--- src/rtl/fifo_pkg.sv ---
// Shared defaults and transaction record for the single-clock FIFO,
// used by the RTL, the interface bundle and the monitor.
package fifo_pkg;

  localparam int DEF_FIFO_WIDTH = 16;
  localparam int DEF_FIFO_DEPTH = 8;

  // One clock cycle of FIFO activity as seen at the pins.
  typedef struct packed {
    logic [DEF_FIFO_WIDTH-1:0] data_in;
    logic                      wr_en;
    logic                      rd_en;
    logic [DEF_FIFO_WIDTH-1:0] data_out;
    logic                      wr_ack;
    logic                      overflow;
    logic                      underflow;
    logic                      full;
    logic                      empty;
    logic                      almostfull;
    logic                      almostempty;
  } fifo_txn_t;

  // Pointer width for a power-of-two depth; count needs one more bit.
  function automatic int ptr_bits(input int depth);
    return (depth <= 2) ? 1 : $clog2(depth);
  endfunction

endpackage

--- src/rtl/fifo_mem.sv ---
// FIFO storage array: one write port and one registered read port.
// Read data resets to zero; the array itself is not reset.
module fifo_mem
  import fifo_pkg::*;
#(
  parameter int WIDTH = DEF_FIFO_WIDTH,
  parameter int DEPTH = DEF_FIFO_DEPTH,
  parameter int AW    = ptr_bits(DEF_FIFO_DEPTH)
) (
  input  logic             clk,
  input  logic             rst_n,
  input  logic             wr_en,
  input  logic [AW-1:0]    wr_addr,
  input  logic [WIDTH-1:0] wr_data,
  input  logic             rd_en,
  input  logic [AW-1:0]    rd_addr,
  output logic [WIDTH-1:0] rd_data
);

  logic [WIDTH-1:0] mem [DEPTH];

  always_ff @(posedge clk) begin
    if (wr_en) mem[wr_addr] <= wr_data;
  end

  // Read data holds whenever no read is accepted.
  always_ff @(posedge clk) begin
    if (!rst_n)     rd_data <= '0;
    else if (rd_en) rd_data <= mem[rd_addr];
  end

endmodule

--- src/rtl/fifo.sv ---
// Synchronous single-clock FIFO: pointers, occupancy count, status flags
// and registered request pulses around the fifo_mem storage.
module fifo
  import fifo_pkg::*;
#(
  parameter int FIFO_WIDTH = DEF_FIFO_WIDTH,
  parameter int FIFO_DEPTH = DEF_FIFO_DEPTH
) (
  input  logic                  clk,
  input  logic                  rst_n,
  input  logic [FIFO_WIDTH-1:0] data_in,
  input  logic                  wr_en,
  input  logic                  rd_en,
  output logic [FIFO_WIDTH-1:0] data_out,
  output logic                  wr_ack,
  output logic                  overflow,
  output logic                  underflow,
  output logic                  full,
  output logic                  empty,
  output logic                  almostfull,
  output logic                  almostempty
);

  localparam int PTR_W = ptr_bits(FIFO_DEPTH);
  localparam int CNT_W = PTR_W + 1;

  logic [PTR_W-1:0] wr_ptr;
  logic [PTR_W-1:0] rd_ptr;
  logic [CNT_W-1:0] count;
  logic [CNT_W-1:0] count_nxt;
  logic             wr_ok;
  logic             rd_ok;

  // A write into a full FIFO and a read from an empty one are simply not
  // accepted; simultaneous requests at the boundaries fall out of this.
  assign wr_ok = wr_en && !full;
  assign rd_ok = rd_en && !empty;

  assign full        = (count == CNT_W'(FIFO_DEPTH));
  assign empty       = (count == '0);
  assign almostfull  = (count == CNT_W'(FIFO_DEPTH - 1));
  assign almostempty = (count == CNT_W'(1));

  always_comb begin
    count_nxt = count;
    case ({wr_ok, rd_ok})
      2'b10:   count_nxt = count + 1'b1;
      2'b01:   count_nxt = count - 1'b1;
      default: count_nxt = count;
    endcase
  end

  always_ff @(posedge clk) begin
    if (!rst_n) begin
      wr_ptr <= '0;
      rd_ptr <= '0;
      count  <= '0;
    end else begin
      if (wr_ok) wr_ptr <= wr_ptr + 1'b1;
      if (rd_ok) rd_ptr <= rd_ptr + 1'b1;
      count <= count_nxt;
    end
  end

  // Rejection pulses are suppressed when the opposite request makes progress.
  always_ff @(posedge clk) begin
    if (!rst_n) begin
      wr_ack    <= 1'b0;
      overflow  <= 1'b0;
      underflow <= 1'b0;
    end else begin
      wr_ack    <= wr_ok;
      overflow  <= wr_en && full && !rd_en;
      underflow <= rd_en && empty && !wr_en;
    end
  end

  fifo_mem #(
    .WIDTH (FIFO_WIDTH),
    .DEPTH (FIFO_DEPTH),
    .AW    (PTR_W)
  ) u_mem (
    .clk     (clk),
    .rst_n   (rst_n),
    .wr_en   (wr_ok),
    .wr_addr (wr_ptr),
    .wr_data (data_in),
    .rd_en   (rd_ok),
    .rd_addr (rd_ptr),
    .rd_data (data_out)
  );

endmodule

--- config.mk ---
export PLATFORM = sky130hd
export DESIGN_NAME = fifo
export DESIGN_NICKNAME = d
export VERILOG_FILES = /design/src/rtl/fifo_pkg.sv /design/src/rtl/fifo_mem.sv /design/src/rtl/fifo.sv
export SDC_FILE = /design/constraint.sdc
export NUM_CORES = 1
export LEC_CHECK = 0
export CAP_MARGIN = 5
export CORE_MARGIN = 4
export CORE_UTILIZATION = 52
export DETAILED_ROUTE_END_ITERATION = 7
export PLACE_DENSITY_LB_ADDON = 0.25
export RECOVER_POWER = 25
export SYNTH_ARGS = -nofsm -noshare
export SYNTH_HDL_FRONTEND = slang
export SYNTH_SLANG_ARGS = --single-unit
--- constraint.sdc ---
create_clock -name clk -period 2.7 [get_ports clk]
set_input_delay 0.81 -clock clk [delete_from_list [all_inputs] [get_ports clk]]
set_output_delay 0.81 -clock clk [all_outputs]
set_load 0.02 [all_outputs]
=== Word-level counts from Yosys, hierarchy flattened ===
Memories as Yosys holds them, arrays and structs flattened. A register that Yosys moved wholly into a read port is not among the register bits.
Index checks and enable logic that the tools add are counted.
Widths: inputs -> output; s select.

* Bits in registers: 13
* Bits in writable memories: 128
* Input bits: 20
* Output and inout bits: 23
* Logic and storage cells: 32
* Memories kept: 1

* $add $sub $neg: 4
* Equal/unequal tests: 5
* Mux-type cells: 3
* Reduce and logical (&&, ||, !) cells: 13

{| class="wikitable"
|+ Memories
! name !! words !! width !! rd ports !! clocked after Yosys merged registers in !! write ports !! RTL line !! source
|-
| u_mem.mem || 8 || 16 || 1 || 1 || 1 || fifo_mem.sv:20 || <nowiki>logic [WIDTH-1:0] mem [DEPTH];</nowiki>
|}

{| class="wikitable"
|+ Operators by type and width
! cell !! number
|-
| $pmux 4 s2 || 1
|-
| $add 3x1->3 const B || 2
|-
| $logic_and 1x1->1 || 6
|-
| $logic_not 1->1 || 5
|-
| $add 4x1->4 const B || 1
|-
| $eq 4x1->1 const B || 1
|-
| $eq 4x3->1 const B || 1
|-
| $eq 4x4->1 const B || 1
|-
| $logic_not 4->1 || 1
|-
| $sub 4x1->4 const B || 1
|-
| $eq 2x1->1 const B || 1
|-
| $eq 2x2->1 const B || 1
|-
| $mux 1 || 2
|-
| $reduce_bool 2->1 || 1
|}

=== Longest topological paths before layout ===
* Depth in word-level cells: 5
* Gate-level depth with buffers: 11

=== Hierarchy ===
A second synthesis with hierarchy kept.

* Cell total of the unflattened synthesis: 377
* Area, all modules: 6,174.7 um^2

{| class="wikitable"
|+ By module, submodules not included
! module !! instances !! cells an instance !! area an instance (um^2) !! seq. area each (um^2)
|-
| fifo_mem || 1 || 306 || 5,511.5 || 4,164.0
|-
| fifo || 1 || 71 || 663.1 || 260.2
|}

=== Worst setup path before layout ===
No wires, ideal clock.

* Path kind: reg-to-reg
* Start point: register count[0]
* End point: memory u_mem.mem[0][0] (netlist name), enable pin
* Arrival time: 2.415 ns
* Path slack: -0.125 ns
* Cell stages (with the launch flop): 7
* Buffers on the path: 0
* Path through: dfxtp_1 inv_1 ha_1 nand3b_1 nand2_1 or2_2 nor3_1

* Cells in the longest elaborated chain, start to end: 5

{| class="wikitable"
|+ RTL lines
! item !! RTL line !! source
|-
| start, declared || fifo.sv:29 || <nowiki>logic [CNT_W-1:0] count;</nowiki>
|-
| start signal, assigned || fifo.sv:61 || <nowiki>count <= count_nxt;</nowiki>
|-
| $eq 4x4->1 || fifo.sv:39 || <nowiki>assign full = (count == CNT_W'(FIFO_DEPTH));</nowiki>
|-
| $logic_not 1->1 || fifo.sv:36 || <nowiki>assign wr_ok = wr_en && !full;</nowiki>
|-
| $logic_and 1x1->1 || fifo.sv:36 ||
|-
| $mux 1 || fifo_mem.sv:23 || <nowiki>if (wr_en) mem[wr_addr] <= wr_data;</nowiki>
|-
| $mux 1 (implied by the code) || fifo_mem.sv:23 ||
|-
| end, declared || fifo_mem.sv:20 ||
|}

Every way passes these cells.

=== Final worst setup path ===
* Start point: register count[1]
* End point: output port almostfull

* Cells in the longest elaborated chain, start to end: 1

{| class="wikitable"
|+ RTL lines
! item !! RTL line !! source
|-
| $eq 4x3->1 || fifo.sv:41 || <nowiki>assign almostfull = (count == CNT_W'(FIFO_DEPTH - 1));</nowiki>
|-
| end, declared || fifo.sv:20 || <nowiki>output logic almostfull,</nowiki>
|}

Every way passes these cells.

==> flow_metrics.py <==
metrics = {
    "drt": {
        "routed_wirelength_um": 12000,
        "viasPerCell": 5.59,
        "dr.first_iter.drc_count": 243,
        "vias": 3376,
        "antenna_left": 0,
        "drt-pass1-iter-count": 4,
        "drc": 0,
        "wl_per_cell_um": 19.9,
    },
    "setup_path": {
        "timing.rr.start": "count[1]$_SDFFE_PN0P_",
        "reg2reg_slack_ns": 0.32,
        "crit_required_ns": 1.89,
        "crit_family": "buffers and inverters",
        "crit_chain": "ha_1 -> nand2_1 -> nor2_1 -> clkdlybuf4s50_1",
        "worst-path-buf-inv": 1,
        "startpoint": "count[1]$_SDFFE_PN0P_",
        "critPathLaunchType": "flip-flop",
        "critPathSlowestCell": "clkdlybuf4s50_1",
        "cp-end-kind": "primary output",
        "worstPathArrival_ns": 1.75,
        "cp_max_fo": 5,
        "crit_type": "reg -> out",
        "max_stage_delay_ns": 0.61,
    },
    "power_and_ir_drop": {
        "max-vdd-ir-drop_mv": 0.523,
        "p_per_area_nw_per_um2": 924,
        "p_leak_nw": 2.57,
        "finalPower_w": 0.00691,
    },
    "hold_path": {
        "hold_path.class": "reg -> reg",
        "hp-start": "u_mem.rd_data[14]$_SDFFE_PN0P_",
    },
    "status": {
        "status": "completed",
    },
    "logic_synthesis": {
        "synth_seq_cells": 157,
        "synth_cell_types": 39,
        "ys_dominant_reg_cell": "edfxtp_1",
        "syn_nets": 404,
        "async_flop_share_pct": 0,
        "synth_cells": 378,
        "synth_seq_area_share_pct": 72.4,
        "yosys_warnings": 0,
        "syn_area_um2": 6110,
        "synth_edf_count": 128,
        "syn_area_per_cell_um2": 16.2,
    },
    "sta": {
        "drv_slew": 0,
        "rsz0062_at_grt": "no",
        "period_share_pct": 94.8,
        "slew_headroom_pct": 34.7,
        "hold_violations": 0,
        "setup_violations": 0,
        "fin_crit_ns": 2.56,
        "max_clock_freq_mhz": 391,
        "worstMarginPinSlew_ns": 0.979,
        "tns_ns": 0,
        "fin_worst_skew_ns": 0.0122,
    },
    "finish": {
        "finalNonFillerCells": 604,
        "insertedDiodeCount": 0,
        "fillerInstances": 781,
        "nNetsFinal": 474,
        "regArea_um2": 4430,
        "stdcell_area_um2": 7480,
        "areaGrowthSynthToFinish_pct": 22.4,
        "multiInputGateArea_um2": 1560,
        "drive_above_1_share_pct": 20.8,
    },
    "clocking": {
        "root_buffer": "clkbuf_16",
        "postCtsSetupRepairBufs": 0,
        "htreeDepth": 4,
        "cts.sinks": 157,
        "clockBufferDepth": 2,
        "tritoncts": "yes",
        "clkLatencyLatePin_ns": 0.42,
        "numCtsBuffers": 17,
        "cts_hold_buffers": 0,
        "ctsResizeCount": 1,
        "clkSlewWorstSetupHoldPaths_ns": 0.06,
    },
    "placed_design": {
        "dpl-instance-area_um2": 6850,
        "gp_congestion": 0.774,
        "dp.cells": 572,
        "hpwlAfterDp_um": 7250,
        "io_buffer_count": 42,
    },
    "floorplan": {
        "ioPinCount": 43,
        "die_h_um": 116,
        "initial_core_util_pct": 53.3,
        "die_w_um": 116,
        "num_rows": 39,
        "core_area_um2": 11500,
        "dieArea_um2": 13600,
    },
    "global_routing": {
        "grt_max_degree": 32,
        "grt_overflow_total": 0,
        "antenna_found_initial": 0,
        "grt_pass1_vias": 3376,
        "grt.total_usage_pct": 19.1,
        "grt_pass1_wl_um": 18700,
    },
    "flow_run": {
        "maxCapViolCount": 0,
    },
}
## layout make-up
class | instances | share of cell area [%]
tap | 143 | 2.39
sequential | 157 | 59.2
timing repair buffer | 70 | 8.93
clock inverter | 14 | 2.59
clock buffer | 18 | 5.74
inverter | 5 | 0.251
multi-input combinational | 197 | 20.9
## synthesized netlist by cell type, types with 2 or more instances
master	instances	area, µm²
edfxtp_1	128	3840
mux2i_1	33	330
mux2_2	30	338
dfxtp_1	29	581
nand2_1	26	97.6
a22o_1	15	131
o22ai_1	15	93.8
o31ai_1	15	113
buf_2	8	40.0
nor2_1	8	30.0
and2_1	6	37.5
ha_1	6	75.1
inv_1	5	18.8
nand3_1	5	25.0
xnor2_1	5	43.8
a21boi_0	4	30.0
clkbuf_1	4	15.0
nor3_1	4	20.0
a21oi_1	3	15.0
buf_4	3	22.5
buf_6	3	33.8
nand2b_1	3	18.8
nor2b_1	3	18.8
o21ai_0	2	10.0
## through the flow
| stage | hold WS [ns] | util (%) | setup slack [ns] |
|---|---|---|---|
| 3_5_place_dp | 0.441 | 59.8 | 0.104 |
| 6_report | 0.450 | 65.2 | 0.140 |
| 5_1_grt | 0.474 | 65.2 | 0.0181 |
| 4_1_cts | 0.454 | 65.2 | 0.0102 |
| 3_3_place_gp | 0.437 | 59.8 | 0.116 |
| 2_1_floorplan | 0.470 | - | 0.149 |
## state kept, by name, indices dropped and copies added (netlist names)
signal         cells
count              4
overflow           1
rd_ptr             3
u_mem.mem        128
u_mem.rd_data     16
underflow          1
wr_ack             1
wr_ptr             3
## report_power, final
part	internal [W]	switching, W
combinational	0.000763	0.000739
sequential	0.00279	0.000151
clock	0.00155	0.000918
## cell families (layout without fill, tap and decap cells)
group | Yosys count | after routing | share of synthesized area [%]
adders and majority gates | 6 | 6 | 1.23
buffers and inverters | 24 | 107 | 2.19
xor gates and xnor gates | 6 | 6 | 0.860
DFF | 157 | 157 | 72.4
muxes | 63 | 63 | 10.9
and+or+nand+nor | 64 | 64 | 5.22
AOI/OAI and AO/OA | 58 | 58 | 7.17
## metal layers
| metal | up-vias | global-route usage [%] | wire, µm |
|---|---|---|---|
| met2 | 61 | 30.5 | 6180 |
| met1 | 1709 | 25.6 | 5320 |
| met4 | 0 | 6.11 | 90 |
| met3 | 10 | 5.18 | 400 |
| met5 | - | 0 | 0 |
| li1 | 1596 | - | - |
## path summary, 6_finish.rpt
path,cells past startpoint,endpoint
max,4,almostfull
min,2,u_mem.rd_data[14]$_SDFFE_PN0P_
max reg2reg,12,count[3]$_SDFFE_PN0P_
min reg2reg,2,u_mem.rd_data[14]$_SDFFE_PN0P_
## placed cells by master (no fill, tap or decap), types with 3 or more instances in the layout
master / Yosys / routed
a21boi_0: 4 / 4
a21oi_1: 3 / 3
a22o_1: 15 / 15
and2_1: 6 / 6
buf_12: 0 / 3
buf_4: 3 / 25
bufinv_16: 0 / 4
clkbuf_16: 0 / 17
clkdlybuf4s50_1: 0 / 28
clkinv_4: 0 / 3
clkinvlp_4: 0 / 3
dfxtp_1: 29 / 27
dlygate4sd3_1: 0 / 11
edfxtp_1: 128 / 128
ha_1: 6 / 6
inv_1: 5 / 5
mux2_2: 30 / 30
mux2i_1: 33 / 33
nand2_1: 26 / 26
nand2b_1: 3 / 3
nand3_1: 5 / 5
nor2_1: 8 / 8
nor2b_1: 3 / 3
o22ai_1: 15 / 15
o31ai_1: 15 / 15
xnor2_1: 5 / 5
## tightest hold or removal path: cells and delay by family (launching register included)
| family | cells | cell delay, ns |
|---|---|---|
| AND/OR/NAND/NOR | 1 | 0.05 |
| flip-flops | 1 | 0.32 |
| AO/OA/AOI/OAI | 1 | 0.05 |
(Power assumes the default switching activity.)
